### src/rtl/aq_f_spsram_arb_ctrl_pkg.sv
// Shared types for the single-port SRAM arbiter/controller.
// FSM encoding and byte-enable width derivation.
package aq_f_spsram_arb_ctrl_pkg;

  typedef enum logic {
    ST_IDLE = 1'b0,
    ST_INIT = 1'b1
  } state_e;

  function automatic int be_width(input int dw);
    return dw / 8;
  endfunction

endpackage

### src/rtl/aq_f_spsram_rr_arb2.sv
// Two-way round-robin arbiter.
// Owns the priority pointer; pointer flips away from each winner.
module aq_f_spsram_rr_arb2 (
  input  logic       forever_cpuclk,
  input  logic       cpurst_b,
  input  logic       en,
  input  logic [1:0] vld,
  output logic [1:0] gnt,
  output logic       rr_ptr
);

  logic rr_ptr_q;
  logic rr_ptr_d;

  always_comb begin
    gnt      = 2'b00;
    rr_ptr_d = rr_ptr_q;
    if (en) begin
      unique case (vld)
        2'b01:   gnt = 2'b01;
        2'b10:   gnt = 2'b10;
        2'b11:   gnt = rr_ptr_q ? 2'b10 : 2'b01;
        default: gnt = 2'b00;
      endcase
    end
    if (|gnt) begin
      rr_ptr_d = gnt[0];
    end
  end

  always_ff @(posedge forever_cpuclk or negedge cpurst_b) begin
    if (!cpurst_b) begin
      rr_ptr_q <= 1'b0;
    end else begin
      rr_ptr_q <= rr_ptr_d;
    end
  end

  assign rr_ptr = rr_ptr_q;

endmodule

### src/rtl/aq_f_spsram_arb_ctrl.sv
// Two-requester front end for a single-port SRAM wrapper.
// Round-robin access, one-cycle read return, zero-fill init sweep.
module aq_f_spsram_arb_ctrl
  import aq_f_spsram_arb_ctrl_pkg::*;
#(
  parameter int  ADDR_WIDTH  = 10,
  parameter int  DATA_WIDTH  = 64,
  parameter bit  INIT_ON_RST = 1'b1,
  localparam int BE_WIDTH    = be_width(DATA_WIDTH)
) (
  input  logic                  forever_cpuclk,
  input  logic                  cpurst_b,
  input  logic                  req0_vld,
  output logic                  req0_rdy,
  input  logic                  req0_wr,
  input  logic [ADDR_WIDTH-1:0] req0_addr,
  input  logic [DATA_WIDTH-1:0] req0_wdata,
  input  logic [BE_WIDTH-1:0]   req0_be,
  output logic                  req0_rvld,
  output logic [DATA_WIDTH-1:0] req0_rdata,
  input  logic                  req1_vld,
  output logic                  req1_rdy,
  input  logic                  req1_wr,
  input  logic [ADDR_WIDTH-1:0] req1_addr,
  input  logic [DATA_WIDTH-1:0] req1_wdata,
  input  logic [BE_WIDTH-1:0]   req1_be,
  output logic                  req1_rvld,
  output logic [DATA_WIDTH-1:0] req1_rdata,
  input  logic                  init_req,
  output logic                  init_busy,
  output logic [ADDR_WIDTH-1:0] sram_a,
  output logic                  sram_cen,
  output logic [DATA_WIDTH-1:0] sram_d,
  output logic                  sram_gwen,
  output logic [DATA_WIDTH-1:0] sram_wen,
  input  logic [DATA_WIDTH-1:0] sram_q
);

  localparam state_e RST_ST = state_e'(INIT_ON_RST);

  state_e                state_q;
  state_e                state_d;
  logic [ADDR_WIDTH-1:0] init_cnt_q;
  logic [ADDR_WIDTH-1:0] init_cnt_d;
  logic [1:0]            rd_own_q;
  logic [1:0]            rd_own_d;

  logic                  arb_en;
  logic [1:0]            gnt;
  logic                  rr_ptr;

  logic [DATA_WIDTH-1:0] wen0;
  logic [DATA_WIDTH-1:0] wen1;

  logic [ADDR_WIDTH-1:0] pin_a;
  logic                  pin_cen;
  logic [DATA_WIDTH-1:0] pin_d;
  logic                  pin_gwen;
  logic [DATA_WIDTH-1:0] pin_wen;

  assign arb_en = (state_q == ST_IDLE) & ~init_req;

  aq_f_spsram_rr_arb2 u_arb (
    .forever_cpuclk (forever_cpuclk),
    .cpurst_b       (cpurst_b),
    .en             (arb_en),
    .vld            ({req1_vld, req0_vld}),
    .gnt            (gnt),
    .rr_ptr         (rr_ptr)
  );

  always_comb begin
    wen0 = '0;
    wen1 = '0;
    for (int i = 0; i < BE_WIDTH; i++) begin
      wen0[8*i +: 8] = {8{req0_be[i]}};
      wen1[8*i +: 8] = {8{req1_be[i]}};
    end
  end

  always_comb begin
    pin_a    = '0;
    pin_cen  = 1'b1;
    pin_d    = '0;
    pin_gwen = 1'b0;
    pin_wen  = '0;
    unique case (1'b1)
      (state_q == ST_INIT): begin
        pin_a    = init_cnt_q;
        pin_cen  = 1'b0;
        pin_gwen = 1'b1;
        pin_wen  = '1;
      end
      gnt[0]: begin
        pin_a    = req0_addr;
        pin_cen  = 1'b0;
        pin_d    = req0_wdata;
        pin_gwen = req0_wr;
        pin_wen  = req0_wr ? wen0 : '0;
      end
      gnt[1]: begin
        pin_a    = req1_addr;
        pin_cen  = 1'b0;
        pin_d    = req1_wdata;
        pin_gwen = req1_wr;
        pin_wen  = req1_wr ? wen1 : '0;
      end
      default: begin
      end
    endcase
  end

  always_comb begin
    state_d    = state_q;
    init_cnt_d = init_cnt_q;
    rd_own_d   = {gnt[1] & ~req1_wr, gnt[0] & ~req0_wr};
    unique case (state_q)
      ST_IDLE: begin
        if (init_req) begin
          state_d = ST_INIT;
        end
      end
      ST_INIT: begin
        init_cnt_d = init_cnt_q + ADDR_WIDTH'(1);
        if (&init_cnt_q) begin
          state_d = ST_IDLE;
        end
      end
      default: state_d = ST_IDLE;
    endcase
  end

  always_ff @(posedge forever_cpuclk or negedge cpurst_b) begin
    if (!cpurst_b) begin
      state_q    <= RST_ST;
      init_cnt_q <= '0;
      rd_own_q   <= 2'b00;
    end else begin
      state_q    <= state_d;
      init_cnt_q <= init_cnt_d;
      rd_own_q   <= rd_own_d;
    end
  end

  // Reset gates the pins directly so the macro sees an idle bus
  // while held in reset, even though the FSM already sits in INIT.
  assign sram_a    = pin_a & {ADDR_WIDTH{cpurst_b}};
  assign sram_cen  = pin_cen | ~cpurst_b;
  assign sram_d    = pin_d & {DATA_WIDTH{cpurst_b}};
  assign sram_gwen = pin_gwen & cpurst_b;
  assign sram_wen  = pin_wen & {DATA_WIDTH{cpurst_b}};

  assign req0_rdy  = gnt[0] & cpurst_b & ~rr_ptr | gnt[0] & cpurst_b & rr_ptr;
  assign req1_rdy  = gnt[1] & cpurst_b;

  assign req0_rvld  = rd_own_q[0];
  assign req1_rvld  = rd_own_q[1];
  assign req0_rdata = sram_q;
  assign req1_rdata = sram_q;

  assign init_busy = (state_q == ST_INIT);

endmodule
### config.mk
export PLATFORM = sky130hd
export DESIGN_NAME = aq_f_spsram_arb_ctrl
export DESIGN_NICKNAME = d
export VERILOG_FILES = /design/src/rtl/aq_f_spsram_arb_ctrl_pkg.sv /design/src/rtl/aq_f_spsram_rr_arb2.sv /design/src/rtl/aq_f_spsram_arb_ctrl.sv
export SDC_FILE = /design/constraint.sdc
export NUM_CORES = 1
export LEC_CHECK = 0
export CORE_AREA = 2 2 198 200
export CTS_CLUSTER_SIZE = 28
export DETAILED_ROUTE_END_ITERATION = 6
export DIE_AREA = 0 0 200 202
export PLACE_DENSITY = 0.38
export SETUP_SLACK_MARGIN = 0.5
export SYNTH_ARGS = -nofsm -noshare
export SYNTH_HDL_FRONTEND = slang
export SYNTH_SLANG_ARGS = --single-unit
### constraint.sdc
create_clock -name forever_cpuclk -period 6 [get_ports forever_cpuclk]
set_clock_uncertainty 0.05 [all_clocks]
set_input_delay 1.8 -clock forever_cpuclk [delete_from_list [all_inputs] [get_ports forever_cpuclk]]
set_output_delay 1.8 -clock forever_cpuclk [all_outputs]
set_load 0.005 [all_outputs]
Word level (Yosys, flattened, before mapping):

Index checks and enable logic that the tools add are counted.

* flip-flop bits (word level): 14
* input port bits: 235
* output and inout bits: 273

* reduce and logical (&&, ||, !) cells: 3
* add/sub/neg operators: 1
* bitwise gates (word level): 19
* mux-type cells: 13
* equality and inequality tests: 3

Operator list (number)
* case mux 64 bit (3 select lines): 1
* bitwise AND 64 bit: 2
* two-way mux 64 bit: 2
* case mux 64 bit (2 select lines): 1
* case mux 10 bit (3 select lines): 1
* adder 10 x 1 -> 10 bit, second input constant: 1
* bitwise AND 10 bit: 1
* AND reduction 10 bit: 1
* bitwise AND 1 bit: 8
* NOT 1 bit: 6
* case mux 2 bit (3 select lines): 1
* equality test 2 bit, second input constant: 2
* two-way mux 2 bit: 2
* two-way mux 1 bit: 3
* case mux 1 bit (3 select lines): 1
* OR reduction 3 bit: 1
* equality test 2 x 1 -> 1 bit, second input constant: 1
* bitwise OR 1 bit: 2
* case mux 1 bit (2 select lines): 1
* OR reduction 2 bit: 1

Depth between registers and ports, before layout:

* depth in word-level cells: 6
* gate-level depth with buffers: 5
* gate-level depth less buffers: 4

By module:

A second synthesis with hierarchy kept.

* cell total of the unflattened synthesis: 367
* area total of the unflattened synthesis: 3006.6 um^2

By module, submodules not included
* aq_f_spsram_arb_ctrl: cells each 359, seq. area each 326.6 um^2, instances 1, area an instance 2945.3 um^2
* aq_f_spsram_rr_arb2: cells each 8, seq. area each 25.0 um^2, instances 1, area an instance 61.3 um^2

Worst setup path before layout:

OpenSTA, ideal clock, no wires.

* kind: input port to output port
* start: in init_req
* end: out sram_wen[57]
* data arrival time: 3027 ps
* data required time: 4150 ps
* stages: 5
* path slack: 1123 ps
* path buffers: 2
* path through: nor3b_2 -> clkbuf_1 -> nand4_1 -> a21oi_1 -> buf_4

* longest elaborated chain between the ends: 5

Ends and longest elaborated chain
* from (decl): line aq_f_spsram_arb_ctrl.sv:29 `input logic init_req,`
* NOT 1 bit: line aq_f_spsram_arb_ctrl.sv:61 `assign arb_en = (state_q == ST_IDLE) & ~init_req;`
* bitwise AND 1 bit: line aq_f_spsram_arb_ctrl.sv:61
* two-way mux 2 bit: line aq_f_spsram_rr_arb2.sv:18 `if (en) begin`
* case mux 64 bit (3 select lines): line aq_f_spsram_arb_ctrl.sv:87 `unique case (1'b1)`
* bitwise AND 64 bit: line aq_f_spsram_arb_ctrl.sv:151 `assign sram_wen = pin_wen & {DATA_WIDTH{cpurst_b}};`
* to (decl): line aq_f_spsram_arb_ctrl.sv:35 `output logic [DATA_WIDTH-1:0] sram_wen,`

No other way between the ends.

Worst setup path after layout:

* start: in req1_vld
* end: out sram_d[1]

* longest elaborated chain between the ends: 5
* elaborated cells between the ends (all ways): 7

Ends and longest elaborated chain
* from (decl): line aq_f_spsram_arb_ctrl.sv:21 `input logic req1_vld,`
* equality test 2 bit / equality test 2 x 1 -> 1 bit (equally long branches): line aq_f_spsram_rr_arb2.sv:19 `unique case (vld)`
* case mux 2 bit (3 select lines) *: line aq_f_spsram_rr_arb2.sv:19
* two-way mux 2 bit *: line aq_f_spsram_rr_arb2.sv:18
* case mux 64 bit (2 select lines) *: line aq_f_spsram_arb_ctrl.sv:87
* bitwise AND 64 bit *: line aq_f_spsram_arb_ctrl.sv:149 `assign sram_d = pin_d & {DATA_WIDTH{cpurst_b}};`
* to (decl): line aq_f_spsram_arb_ctrl.sv:33 `output logic [DATA_WIDTH-1:0] sram_d,`

Mark *: on every way between the ends. The rest lies on a longest branch, timed or not.

==> flow_summary.toml <==
[logic_synthesis]
synth_seq_cells = 14
synth_fp_nets = 628
syn-instance-count = 392
synth_cell_types = 29
yosysWarnings = 0
yosysSeqAreaShare_pct = 11.3
syn_area_um2 = 3120
synth_area_per_cell_um2 = 7.97

[power]
p_leak_nw = 2.25
p_sw_w = 0.000173
comb_power_share_pct = 50.5
seq_power_share_pct = 25.8
p_int_w = 0.000424
ir_drop_mv = 0.0995
total_power_w = 0.000597
p_clk_share_pct = 23.7
swShare_pct = 28.9
powerDensity_nw_per_um2 = 98.1

[sta]
max_slew_margin_pct = 47.9
tns_ns = 0
hold_viol = 0
timing.final.crit_share_pct = 91.3
setup_violations = 0
fin_ws_ns = 0.521
slew_violations = 0
finalCriticalPeriod_ns = 5.48
rsz0062_at_grt = "yes"
worst_slew_pin_slew_ns = 0.782
clock.fmax_mhz = 183

[worst_setup_path]
crit_chain = "dlygate4sd2_1 > nor3b_4 > and3_4 > buf_8 > buf_12 > bufbuf_16 > a22o_1 > clkdlybuf4s50_1"
r2r_cells = 3
critPathKind = "primary input to output port"
arrival_ns = 3.63
startpoint_type = "primary input"
cp_slowest_cell = "clkdlybuf4s50_1"
crit_cells = 8
cp-end-kind = "output port"
crit_buf_inv = 5
crit_family = "buffers and inverters"
required_ns = 4.15
max_stage_delay_ns = 0.43
cp_max_fo = 8

[global_routing]
antenna_found_initial = 0
grt_pass1_wl_mm = 23.8
grt_max_degree = 42
gr-total-overflow = 0
gr-usage-all-layers_pct = 8.01
grt_pass1_vias = 3502

[placed_design]
postPlaceCellArea_um2 = 5620
hpwlAfterDp_mm = 13.3
dp_slack_ns = 0.172
globalplace.congestion = 0.684
io_buffers = 315

[cells_and_area]
final_common_cell = "clkdlybuf4s50_1"
fin_nets = 775
drive_above_1_share_pct = 10.6
fill_cells = 4271
fin_area_um2 = 6080
syn_to_final_growth_pct = 94.8
n_antenna_cell = 0
multi_input_area_um2 = 1270
final_cell_mix = "302 x clkdlybuf4s50_1, 62 x a22o_1, 25 x buf_4"
regArea_um2 = 352

[hold_path]
min_path_type = "flip-flop to flip-flop"
min_path_cells = 1

[cts]
cts_buffer_depth = 2
clkTransAtPathRegs_ns = 0.05
cts-root-buf = "clkbuf_16"
htree_levels = 1
cts_buffers = 3
hold_buffers = 0
cts_tree = "yes"
cts.sink_count = 14
clkLatencyLatePin_ns = 0.24

[drt]
met3_length_mm = 2.72
post_drt_wl_per_cell_um = 17.4
vias_per_cell = 3.25
drt_first_pass_iters = 4
num_vias = 3433
drtIter0Drc = 74
wl_mm = 18.3
ant_nets = 0
highest_layer = "met4"
wl_met2_mm = 8.36
drc = 0
wl_met1_mm = 7.05

[floorplan]
die_area_um2 = 40400
rows = 72
coreArea_um2 = 38300
die_height_um = 202
io_pins = 508
initial_core_util_pct = 8.16
die_width_um = 200

[outcome]
status = "finished, final reports clean"

[flow_run]
maxCapViolCount = 0
Yosys cell counts, drive strengths merged:
master | count | area, um^2
buf | 203 | 1490
a22o | 64 | 561
a21oi | 21 | 105
dfrtp | 13 | 325
clkbuf | 11 | 41.3
nand4 | 11 | 68.8
a32oi | 10 | 87.6
nand4b | 10 | 87.6
a41oi | 8 | 70.1
nand2 | 7 | 26.3
xor2 | 5 | 43.8
nor2 | 4 | 15.0
nor3 | 4 | 20.0
xnor2 | 4 | 35.0
nand3 | 3 | 15.0
a31oi | 2 | 12.5
and3 | 2 | 12.5
and4b | 1 | 10.0
dfstp | 1 | 26.3
ha | 1 | 12.5
inv | 1 | 3.75
mux2 | 1 | 11.3
nand2b | 1 | 6.26
nor2b | 1 | 6.26
nor3b | 1 | 12.5
o21ai | 1 | 5.00
o21ba | 1 | 10.0
power by group through the flow:
| stage | clock, W | combinational [W] | sequential [W] |
|---|---|---|---|
| CTS | 0.000146 | 0.000306 | 0.000154 |
| global placement | 0 | 0.000305 | 0.000154 |
| detailed placement | 0 | 0.000302 | 0.000156 |
| floorplan | 0 | 0.000181 | 0.000144 |
| finish | 0.000142 | 0.000301 | 0.000154 |
| global route | 0.000150 | 0.000327 | 0.000160 |
area by class of cell:
type | count | share of cell area, %
timing repair buffer | 356 | 61.1
multi-input combinational | 163 | 20.9
tap | 518 | 10.7
sequential | 14 | 5.78
clock buffer | 4 | 1.46
inverter | 1 | 0.0617
logic make-up after synthesis:
kind of cell               Yosys count  share of synthesized area [%]
buffers and inverters              215                           49.2
AOI/OAI and AO/OA                  107                           27.2
and+or+nand+nor                     45                           8.97
DFF                                 14                           11.3
xor gates and xnor gates             9                           2.52
muxes                                1                          0.361
adders and majority gates            1                          0.401
worst register-to-register path: cells and delay by family (launching register included):
family	cells	cell delay (ns)
flip-flops	1	1.04
XOR/XNOR	1	0.17
AND/OR/NAND/NOR	2	0.71
through the flow:
stage	hold WS [ns]	std cells	utilization (%)
3_3_place_gp	0.436	1036	14.7
5_1_grt	0.462	1056	15.9
6_report	0.448	1056	15.9
2_1_floorplan	0.388	392	-
3_5_place_dp	0.439	1036	14.7
4_1_cts	0.446	1056	15.8
per-layer routing:
layer	track usage, %	up-vias
met1	8.81	1563
met5	0.741	-
met3	4.37	20
met2	13.8	326
met4	0.952	0
li1	-	1524
state kept, by name, summed over array words and instances (netlist names):
| register | flops |
|---|---|
| init_cnt_q | 10 |
| rd_own_q | 2 |
| init_busy | 1 |
| u_arb.rr_ptr | 1 |
worst paths after layout:
kind,from,endpoint,slack [ns]
setup / recovery,req1_vld,sram_d[1],0.52
hold / removal,init_cnt_q[9]$_DFFE_PN0P_,init_busy$_DFF_PN1_,0.45
setup reg to reg,init_busy$_DFF_PN1_,init_cnt_q[9]$_DFFE_PN0P_,3.96
hold reg to reg,init_cnt_q[9]$_DFFE_PN0P_,init_busy$_DFF_PN1_,0.45
max in group asynchronous,cpurst_b,init_busy$_DFF_PN1_,3.88
min in group asynchronous,cpurst_b,u_arb.rr_ptr$_DFFE_PN0P_,1.47
repair_timing:
| item | 4_1_cts | 5_1_grt |
|---|---|---|
| setup endpoints to repair | 133 | 75 |
| pin swaps | 2 | 1 |
| setup buffers | 9 | 0 |
| cloned | 7 | 0 |
| gates resized for setup | 20 | 12 |
(Power assumes the default switching activity.)
